`config.mk`:
```
export PLATFORM = sky130hd
export DESIGN_NAME = booth_seq_ctrl
export DESIGN_NICKNAME = d
export VERILOG_FILES = /design/src/rtl/booth_pkg.sv /design/src/rtl/booth_addsub.sv /design/src/rtl/booth_seq_ctrl.sv
export SDC_FILE = /design/constraint.sdc
export NUM_CORES = 1
export LEC_CHECK = 0
export ABC_CLOCK_PERIOD_IN_PS = 2900
export CAP_MARGIN = 25
export CELL_PAD_IN_SITES_DETAIL_PLACEMENT = 0
export CELL_PAD_IN_SITES_GLOBAL_PLACEMENT = 1
export CORE_MARGIN = 2
export CORE_UTILIZATION = 42
export DETAILED_ROUTE_END_ITERATION = 6
export PLACE_DENSITY = 0.88
export SLEW_MARGIN = 20
export SYNTH_ARGS = -nofsm -noshare
export SYNTH_HDL_FRONTEND = slang
export SYNTH_SLANG_ARGS = --single-unit
```
`constraint.sdc`:
```
create_clock -name clk -period 2.9 [get_ports clk]
set_clock_uncertainty 0.05 [all_clocks]
set_input_delay 0.58 -clock clk [delete_from_list [all_inputs] [get_ports clk]]
set_output_delay 0.58 -clock clk [all_outputs]
set_load 0.01 [all_outputs]
```
`src/rtl/booth_pkg.sv`:
```
// Shared definitions for the radix-2 Booth multiplier sequencer:
// controller state encoding, Booth operation codes and the pair decoder.
package booth_pkg;

  // Controller states (2-bit encoding)
  typedef enum logic [1:0] {
    ST_IDLE = 2'd0,
    ST_CALC = 2'd1,
    ST_DONE = 2'd2
  } state_e;

  // Operation applied to the accumulator in one Booth iteration
  typedef enum logic [1:0] {
    OP_NONE = 2'd0,
    OP_ADD  = 2'd1,
    OP_SUB  = 2'd2
  } op_e;

  // Decode the Booth pair {Q[0], Q-1}: 01 -> add M, 10 -> subtract M,
  // 00/11 -> leave the accumulator alone.
  function automatic op_e booth_decode(input logic q0, input logic qm1);
    op_e op;
    case ({q0, qm1})
      2'b01:   op = OP_ADD;
      2'b10:   op = OP_SUB;
      default: op = OP_NONE;
    endcase
    return op;
  endfunction

endpackage

```
`src/rtl/booth_addsub.sv`:
```
// Combinational W-bit adder with operand invert and carry-in.
// Subtraction is a + ~b + 1; the carry-out is deliberately not produced
// because the accumulator is one bit wider than the operands and cannot
// overflow.
module booth_addsub #(
  parameter int W = 11
) (
  input  logic [W-1:0] a_i,
  input  logic [W-1:0] b_i,
  input  logic         sub_i,
  output logic [W-1:0] sum_o
);

  logic [W-1:0] b_eff;

  // Invert the second operand and inject Cin=1 when subtracting
  always_comb begin
    b_eff = sub_i ? ~b_i : b_i;
    sum_o = a_i + b_eff + {{(W-1){1'b0}}, sub_i};
  end

endmodule

```
`src/rtl/booth_seq_ctrl.sv`:
```
// Sequencing controller for a radix-2 signed Booth multiplier.
// Owns the A/Q/Q-1 registers, the iteration counter and the
// start/busy/done handshake; one add/sub per clock over WIDTH iterations.
// Optional build macro: BOOTH_ZERO_SKIP_EN -- when defined, a start with a
// zero operand bypasses the iterations and goes straight to DONE.
module booth_seq_ctrl
  import booth_pkg::*;
#(
  parameter int WIDTH = 10
) (
  input  logic                 clk,
  input  logic                 rst_n,
  input  logic                 start,
  input  logic [WIDTH-1:0]     multiplicand,
  input  logic [WIDTH-1:0]     multiplier,
  output logic                 busy,
  output logic                 done,
  output logic [2*WIDTH-1:0]   product
);

  localparam int CNT_W = $clog2(WIDTH + 1);
  localparam int AW    = WIDTH + 1;
  localparam logic [CNT_W-1:0] LAST_CNT = CNT_W'(WIDTH - 1);

  state_e               state_q, state_d;
  logic [AW-1:0]        a_q, a_d;
  logic [AW-1:0]        m_q, m_d;
  logic [WIDTH-1:0]     q_q, q_d;
  logic                 qm1_q, qm1_d;
  logic [CNT_W-1:0]     cnt_q, cnt_d;
  logic [2*WIDTH-1:0]   prod_q, prod_d;
  logic                 done_q, done_d;

  op_e                  op;
  logic [AW-1:0]        add_sum;
  logic [AW-1:0]        acc;

  // Booth pair decode and accumulator update for the current iteration
  always_comb begin
    op  = booth_decode(q_q[0], qm1_q);
    acc = (op == OP_NONE) ? a_q : add_sum;
  end

  booth_addsub #(
    .W (AW)
  ) u_addsub (
    .a_i   (a_q),
    .b_i   (m_q),
    .sub_i (op == OP_SUB),
    .sum_o (add_sum)
  );

  // State and datapath registers; reset aborts any multiply in flight
  always_ff @(posedge clk or negedge rst_n) begin
    if (!rst_n) begin
      state_q <= ST_IDLE;
      a_q     <= '0;
      m_q     <= '0;
      q_q     <= '0;
      qm1_q   <= 1'b0;
      cnt_q   <= '0;
      prod_q  <= '0;
      done_q  <= 1'b0;
    end else begin
      state_q <= state_d;
      a_q     <= a_d;
      m_q     <= m_d;
      q_q     <= q_d;
      qm1_q   <= qm1_d;
      cnt_q   <= cnt_d;
      prod_q  <= prod_d;
      done_q  <= done_d;
    end
  end

  // Next-state logic: accept in IDLE, iterate in CALC, publish in DONE
  always_comb begin
    state_d = state_q;
    a_d     = a_q;
    m_d     = m_q;
    q_d     = q_q;
    qm1_d   = qm1_q;
    cnt_d   = cnt_q;
    prod_d  = prod_q;
    done_d  = 1'b0;

    case (state_q)
      ST_IDLE: begin
        if (start) begin
          m_d     = {multiplicand[WIDTH-1], multiplicand};
          q_d     = multiplier;
          a_d     = '0;
          qm1_d   = 1'b0;
          cnt_d   = '0;
          state_d = ST_CALC;
`ifdef BOOTH_ZERO_SKIP_EN
          // Zero operand: clear Q too so {A,Q} is already the zero product
          if ((multiplicand == '0) || (multiplier == '0)) begin
            q_d     = '0;
            state_d = ST_DONE;
          end
`endif
        end
      end

      ST_CALC: begin
        // Arithmetic shift right of {acc, Q, Q-1}, acc MSB replicated
        a_d   = {acc[AW-1], acc[AW-1:1]};
        q_d   = {acc[0], q_q[WIDTH-1:1]};
        qm1_d = q_q[0];
        cnt_d = cnt_q + 1'b1;
        if (cnt_q == LAST_CNT) begin
          state_d = ST_DONE;
        end
      end

      ST_DONE: begin
        // Lower 2*WIDTH bits of {A,Q}; the extra A guard bit is dropped
        prod_d  = {a_q[WIDTH-1:0], q_q};
        done_d  = 1'b1;
        state_d = ST_IDLE;
      end

      default: begin
        state_d = ST_IDLE;
      end
    endcase
  end

  assign busy    = (state_q == ST_CALC);
  assign done    = done_q;
  assign product = prod_q;

endmodule

```
==> impl_metrics.json, run 1 <==
{
  "status": "finished clean",
  "grt_pass1_wl_mm": 10.8,
  "insertedDiodeCount": 0,
  "top_usage_layer": "met2",
  "grt_pass1_vias": 2308,
  "ioPinCount": 45,
  "fmax_mhz": 388,
  "synth.largest_area_cell": "dfrtp_1",
  "synth_seq_area_share_pct": 49.6,
  "ctsResizeCount": 0,
  "syn_avg_cell_area_um2": 10.2,
  "report.final.hold_viol_count": 0,
  "die_w_um": 87.4,
  "final_common_cell": "dfrtp_1",
  "grt_use_total_pct": 18.2,
  "nets": 372,
  "crit_path_max_fanout": 4,
  "syn-num-nets": 323,
  "drtPass1Iterations": 4,
  "worstSetupEndpointType": "register",
  "dieArea_um2": 7650,
  "drt-vias-per-instance": 5.41,
  "hold_path_class": "in2async",
  "syn_area_um2": 2920,
  "timing.final.crit_period_ns": 2.58,
  "clockBufferDepth": 2,
  "hold_buffers": 0,
  "leakage_uw": 0.00165,
  "syn_to_final_growth_pct": 24.7,
  "cp-start-kind": "register",
  "yosysWarnings": 0,
  "stdcell_count": 419,
  "synth_top_area_share_pct": 49.6,
  "cts_tree": "done",
  "placed_cells_incl_taps": 405,
  "cts_buffers": 9,
  "critPathKind": "reg2reg",
  "synth_area_leaders": "dfrtp_1, mux2_2, nand2_1",
  "peakVddDrop_mv": 0.426,
  "synthDistinctLibCells": 39,
  "cp.required_ns": 3.11,
  "port_buffers": 44,
  "grt_max_degree": 37,
  "n_fill_cell": 606,
  "row_count": 30,
  "synthArstFlopShare_pct": 100,
  "wire_per_inst_um": 15.2,
  "post-route-drc-count": 0,
  "antenna_found_initial": 0,
  "synth_ff_type": "dfrtp_1",
  "die_h_um": 87.4,
  "synth-seq-cells": 58,
  "worstPathArrival_ns": 2.79,
  "routed_wl_mm": 6.35,
  "grt.met1_usage_pct": 24.7,
  "worst_pin_slew_ns": 0.689,
  "final_cell_mix": "dfrtp_1, nand2_1, clkdlybuf4s50_1, o21ai_0, mux2_2",
  "finalSetupViolCount": 0,
  "grt-ovfl-total": 0,
  "clock_latency_ns": 0.33,
  "drtIter0Drc": 122,
  "rsz0062_at_grt": "false",
  "coreArea_um2": 6760,
  "start_util_pct": 43.3,
  "grt_use_met3_pct": 3.03,
  "clockRootBuffer": "clkbuf_8",
  "max_slew_margin_pct": 54.1,
  "power_density_nw_per_um2": 1300,
  "maxCapViolCount": 0,
  "drv_slew": 0,
  "clkTransAtPathRegs_ns": 0.07,
  "htreeDepth": 3,
  "vias": 2267,
  "ant_nets": 0,
  "postCtsSetupBuffers": 0,
  "dpl.hpwl_mm": 4.37,
  "final_layout_size_suffix_gt1_share_pct": 14.2,
  "synth_enable_flop_cells": 0,
  "cts_num_sinks": 58,
  "finalSetupTns_ns": 0,
  "met2_usage_pct": 27.3,
  "gp_congestion": 0.891,
  "synth_cells": 287,
  "fin_crit_sh_pct": 88.9
}
==> cell usage after synthesis, types with 2 or more instances <==
master	number
nand3_1	6
o21ai_0	23
clkbuf_1	8
inv_1	8
xor2_1	11
mux2_2	19
or4_1	2
ha_1	12
a22oi_1	10
nand2b_1	6
buf_2	6
nor2b_1	4
dfrtp_1	58
a21oi_1	11
a21o_1	2
nand2_1	53
a211oi_1	3
nor3_1	4
xnor2_1	3
nand4b_1	2
nand4_1	2
nor2_1	11
a31oi_1	2
a32oi_1	6
==> area by class of cell <==
type | instances | area [um2] | share of cell area [%]
clock inverter | 3 | 40.0 | 1.10
inverter | 8 | 30.0 | 0.823
clock buffer | 11 | 151 | 4.15
sequential | 58 | 1450 | 39.8
timing repair buffer | 53 | 503 | 13.8
multi-input combinational | 206 | 1370 | 37.6
tap | 80 | 100 | 2.74
==> where the power goes <==
group / internal, uW / switching [uW] / total, uW
Clock: 431 / 302 / 733
Combinational: 1190 / 1310 / 2500
Sequential: 1200 / 306 / 1500
Total: 2820 / 1920 / 4730
==> sequential cells by signal, indices dropped and copies added (netlist names) <==
signal,flops
cnt_q,4
state_q,2
a_q,10
q_q,10
done,1
product,20
m_q,10
qm1_q,1
==> through the flow <==
step                area, um2  hold WS [ns]  utilization [%]  worst slack [ns]  total power (uW)
floorplan                2920         0.234                -             0.471              3200
global placement         3460         0.412             51.1             0.454              3920
detailed placement       3460         0.421             51.1             0.344              3990
CTS                      3650         0.177             54.0             0.334              4740
global route             3650         0.200             54.0             0.134              5160
finish                   3650         0.182             54.0             0.322              4730
==> final timing paths <==
path                                     to  depth (start not counted)  slack (ns)         from
worst max-delay path                 a_q[5]                          9        0.32       q_q[0]
worst min-delay path               cnt_q[2]                          2        0.18        rst_n
worst max register to register       a_q[5]                          9        0.32       q_q[0]
worst min register to register  product[11]                          2        0.43  product[11]
max in group asynchronous       product[14]                          2        2.22        rst_n
min in group clk                product[11]                          2        0.43  product[11]
==> routing by layer <==
metal / share of wire [%] / vias up
li1: - / 1108
met1: 48 / 1092
met2: 46 / 61
met3: 4.7 / 6
met4: 1.4 / 0
met5: 0 / -
==> cells by family (layout without fill, tap and decap cells) <==
| kind of cell | count (synthesis) | count (layout) | share of synthesized area (%) |
|---|---|---|---|
| adder cells (fa/ha/maj) | 13 | 13 | 5.82 |
| flip-flops | 58 | 58 | 49.6 |
| XOR/XNOR | 14 | 14 | 4.19 |
| multiplexers | 20 | 20 | 7.79 |
| AO/OA/AOI/OAI | 65 | 65 | 14.5 |
| AND/OR/NAND/NOR | 94 | 94 | 14.6 |
| buffers and inverters | 23 | 75 | 3.47 |
==> critical path, stage by stage (launching register included) <==
cell,delay [ns]
dfrtp_1,0.41
ha_1,0.28
xor2_1,0.23
inv_1,0.09
fa_1,0.42
nand2b_1,0.18
a21oi_1,0.22
a31oi_1,0.13
or4_1,0.43
nand3_1,0.08
Note: power is estimated with default switching activity, not from simulation.
==> run 2: changes to the inputs <==
Settings changed: CORE_UTILIZATION 42 to 43, CTS_BUF_LIST set to sky130_fd_sc_hd__clkbuf_8, PLACE_DENSITY 0.88 to 0.89.
==> run 2 against run 1 <==
Fmax rose by 2.4%. Via count down 1.2%. Utilization is 1.1 points higher. Sequential share of layout area fell by 0.38 points. Combinational power about the same. Largest power group unchanged. Global-route usage is 0.37 points higher. Routed wire length is 2.2% lower. Flip-flop and latch count unchanged.
==> impl_metrics.json, run 2 (same netlist as run 1, synthesis figures left out) <==
{
  "largest_register_ffs": 20,
  "final_cell_mix": "dfrtp_1, nand2_1, clkdlybuf4s50_1, o21ai_0, mux2_2",
  "worstSetupEndpointType": "register",
  "crit_path_max_fanout": 4,
  "placed_cell_area_um2": 3460,
  "drt-vias-per-instance": 5.31,
  "start_util_pct": 43.8,
  "worst_slack_ns": 0.381,
  "gp_congestion": 0.854,
  "nets": 373,
  "drtIter0Drc": 169,
  "clock_latency_ns": 0.33,
  "cp.required_ns": 3.11,
  "final_common_cell": "dfrtp_1",
  "vias": 2240,
  "insertedDiodeCount": 0,
  "hold_path_class": "in2async",
  "coreArea_um2": 6680,
  "report.final.hold_viol_count": 0,
  "grt_use_total_pct": 18.5,
  "cp-start-kind": "register",
  "p_total_uw": 4800,
  "dpl.hpwl_mm": 4.33,
  "clockBufferDepth": 2,
  "ant_nets": 0,
  "fmax_mhz": 397,
  "grt_pass1_vias": 2293,
  "cts_num_sinks": 58,
  "clkTransAtPathRegs_ns": 0.07,
  "htreeDepth": 3,
  "maxCapViolCount": 0,
  "worst_pin_slew_ns": 0.731,
  "multiInputGateArea_um2": 1370,
  "fin_crit_sh_pct": 86.9,
  "peakVddDrop_mv": 0.448,
  "drv_slew": 0,
  "grt-ovfl-total": 0,
  "max_slew_margin_pct": 51.3,
  "fin_area_um2": 3680,
  "timing.final.crit_period_ns": 2.52,
  "worstPathArrival_ns": 2.73,
  "power_density_nw_per_um2": 1300,
  "wire_per_inst_um": 14.7,
  "syn_to_final_growth_pct": 25.9,
  "cts_buffers": 9,
  "finalSetupTns_ns": 0,
  "die_h_um": 86.5,
  "leakage_uw": 0.00166,
  "final_core_util_pct": 55.1,
  "finalSetupViolCount": 0,
  "final_layout_size_suffix_gt1_share_pct": 14.6,
  "ctsResizeCount": 0,
  "n_fill_cell": 603,
  "drtPass1Iterations": 4,
  "clockRootBuffer": "clkbuf_8",
  "row_count": 30,
  "routed_wl_mm": 6.21,
  "dieArea_um2": 7480,
  "postCtsSetupBuffers": 0,
  "status": "finished clean",
  "grt_max_degree": 59,
  "rsz0062_at_grt": "false",
  "critPathKind": "reg2reg",
  "port_buffers": 44,
  "post-route-drc-count": 0,
  "seqCellArea_um2": 1450,
  "grt_pass1_wl_mm": 10.8,
  "ioPinCount": 45,
  "cts_tree": "done",
  "preCtsSetupSlack_ns": 0.413,
  "hold_buffers": 0,
  "antenna_found_initial": 0,
  "die_w_um": 86.5
}
## run 2: cell count changes in the layout (fill, tap and decap cells not counted), sizes merged
cell | before | now
clkinvlp | 0 | 1
inv | 8 | 9
buf | 10 | 11
bufinv | 1 | 2
clkbuf | 11 | 10
## run 2: where the power goes
part           total (uW)  switching, uW  internal (uW)
sequential           1500            300           1200
clock                 814            313            501
combinational        2480           1290           1190
## run 2: critical path, stage by stage, from the launching register on
cell	delay [ns]
dfrtp_1	0.41
ha_1	0.27
xor2_1	0.22
inv_1	0.08
fa_1	0.41
nand2b_1	0.17
a21oi_1	0.20
a31oi_1	0.13
or4_1	0.41
nand3_1	0.09
## run 2: path summary, 6_finish.rpt
path	from	endpoint	slack (ns)	cells past startpoint
max in group asynchronous	rst_n	a_q[4]	1.98	2
worst min register to register	cnt_q[3]	cnt_q[3]	0.44	1
min in group clk	cnt_q[3]	cnt_q[3]	0.44	1
worst max register to register	q_q[0]	a_q[5]	0.38	9
worst min-delay path	rst_n	product[8]	0.33	2
worst max-delay path	q_q[0]	a_q[5]	0.38	9
## run 2: metrics by stage
step	hold WS, ns	std cells
global placement	0.413	406
floorplan	0.234	287
detailed placement	0.432	406
CTS	0.362	422
global route	0.410	422
finish	0.328	422
## run 2: area by class of cell
type | instances | area share (%)
timing repair buffer | 54 | 13.9
tap | 80 | 2.72
multi-input combinational | 206 | 37.2
clock inverter | 6 | 2.21
inverter | 8 | 0.815
clock buffer | 10 | 3.74
sequential | 58 | 39.4
## run 2: routing by layer
layer / up-vias / global-route usage [%] / part of all wire [%]
met2: 49 / 29.5 / 47
met3: 8 / 3.33 / 3.8
met1: 1070 / 24.7 / 48
li1: 1113 / - / -
met4: 0 / 8.38 / 1.0
met5: - / 0 / 0
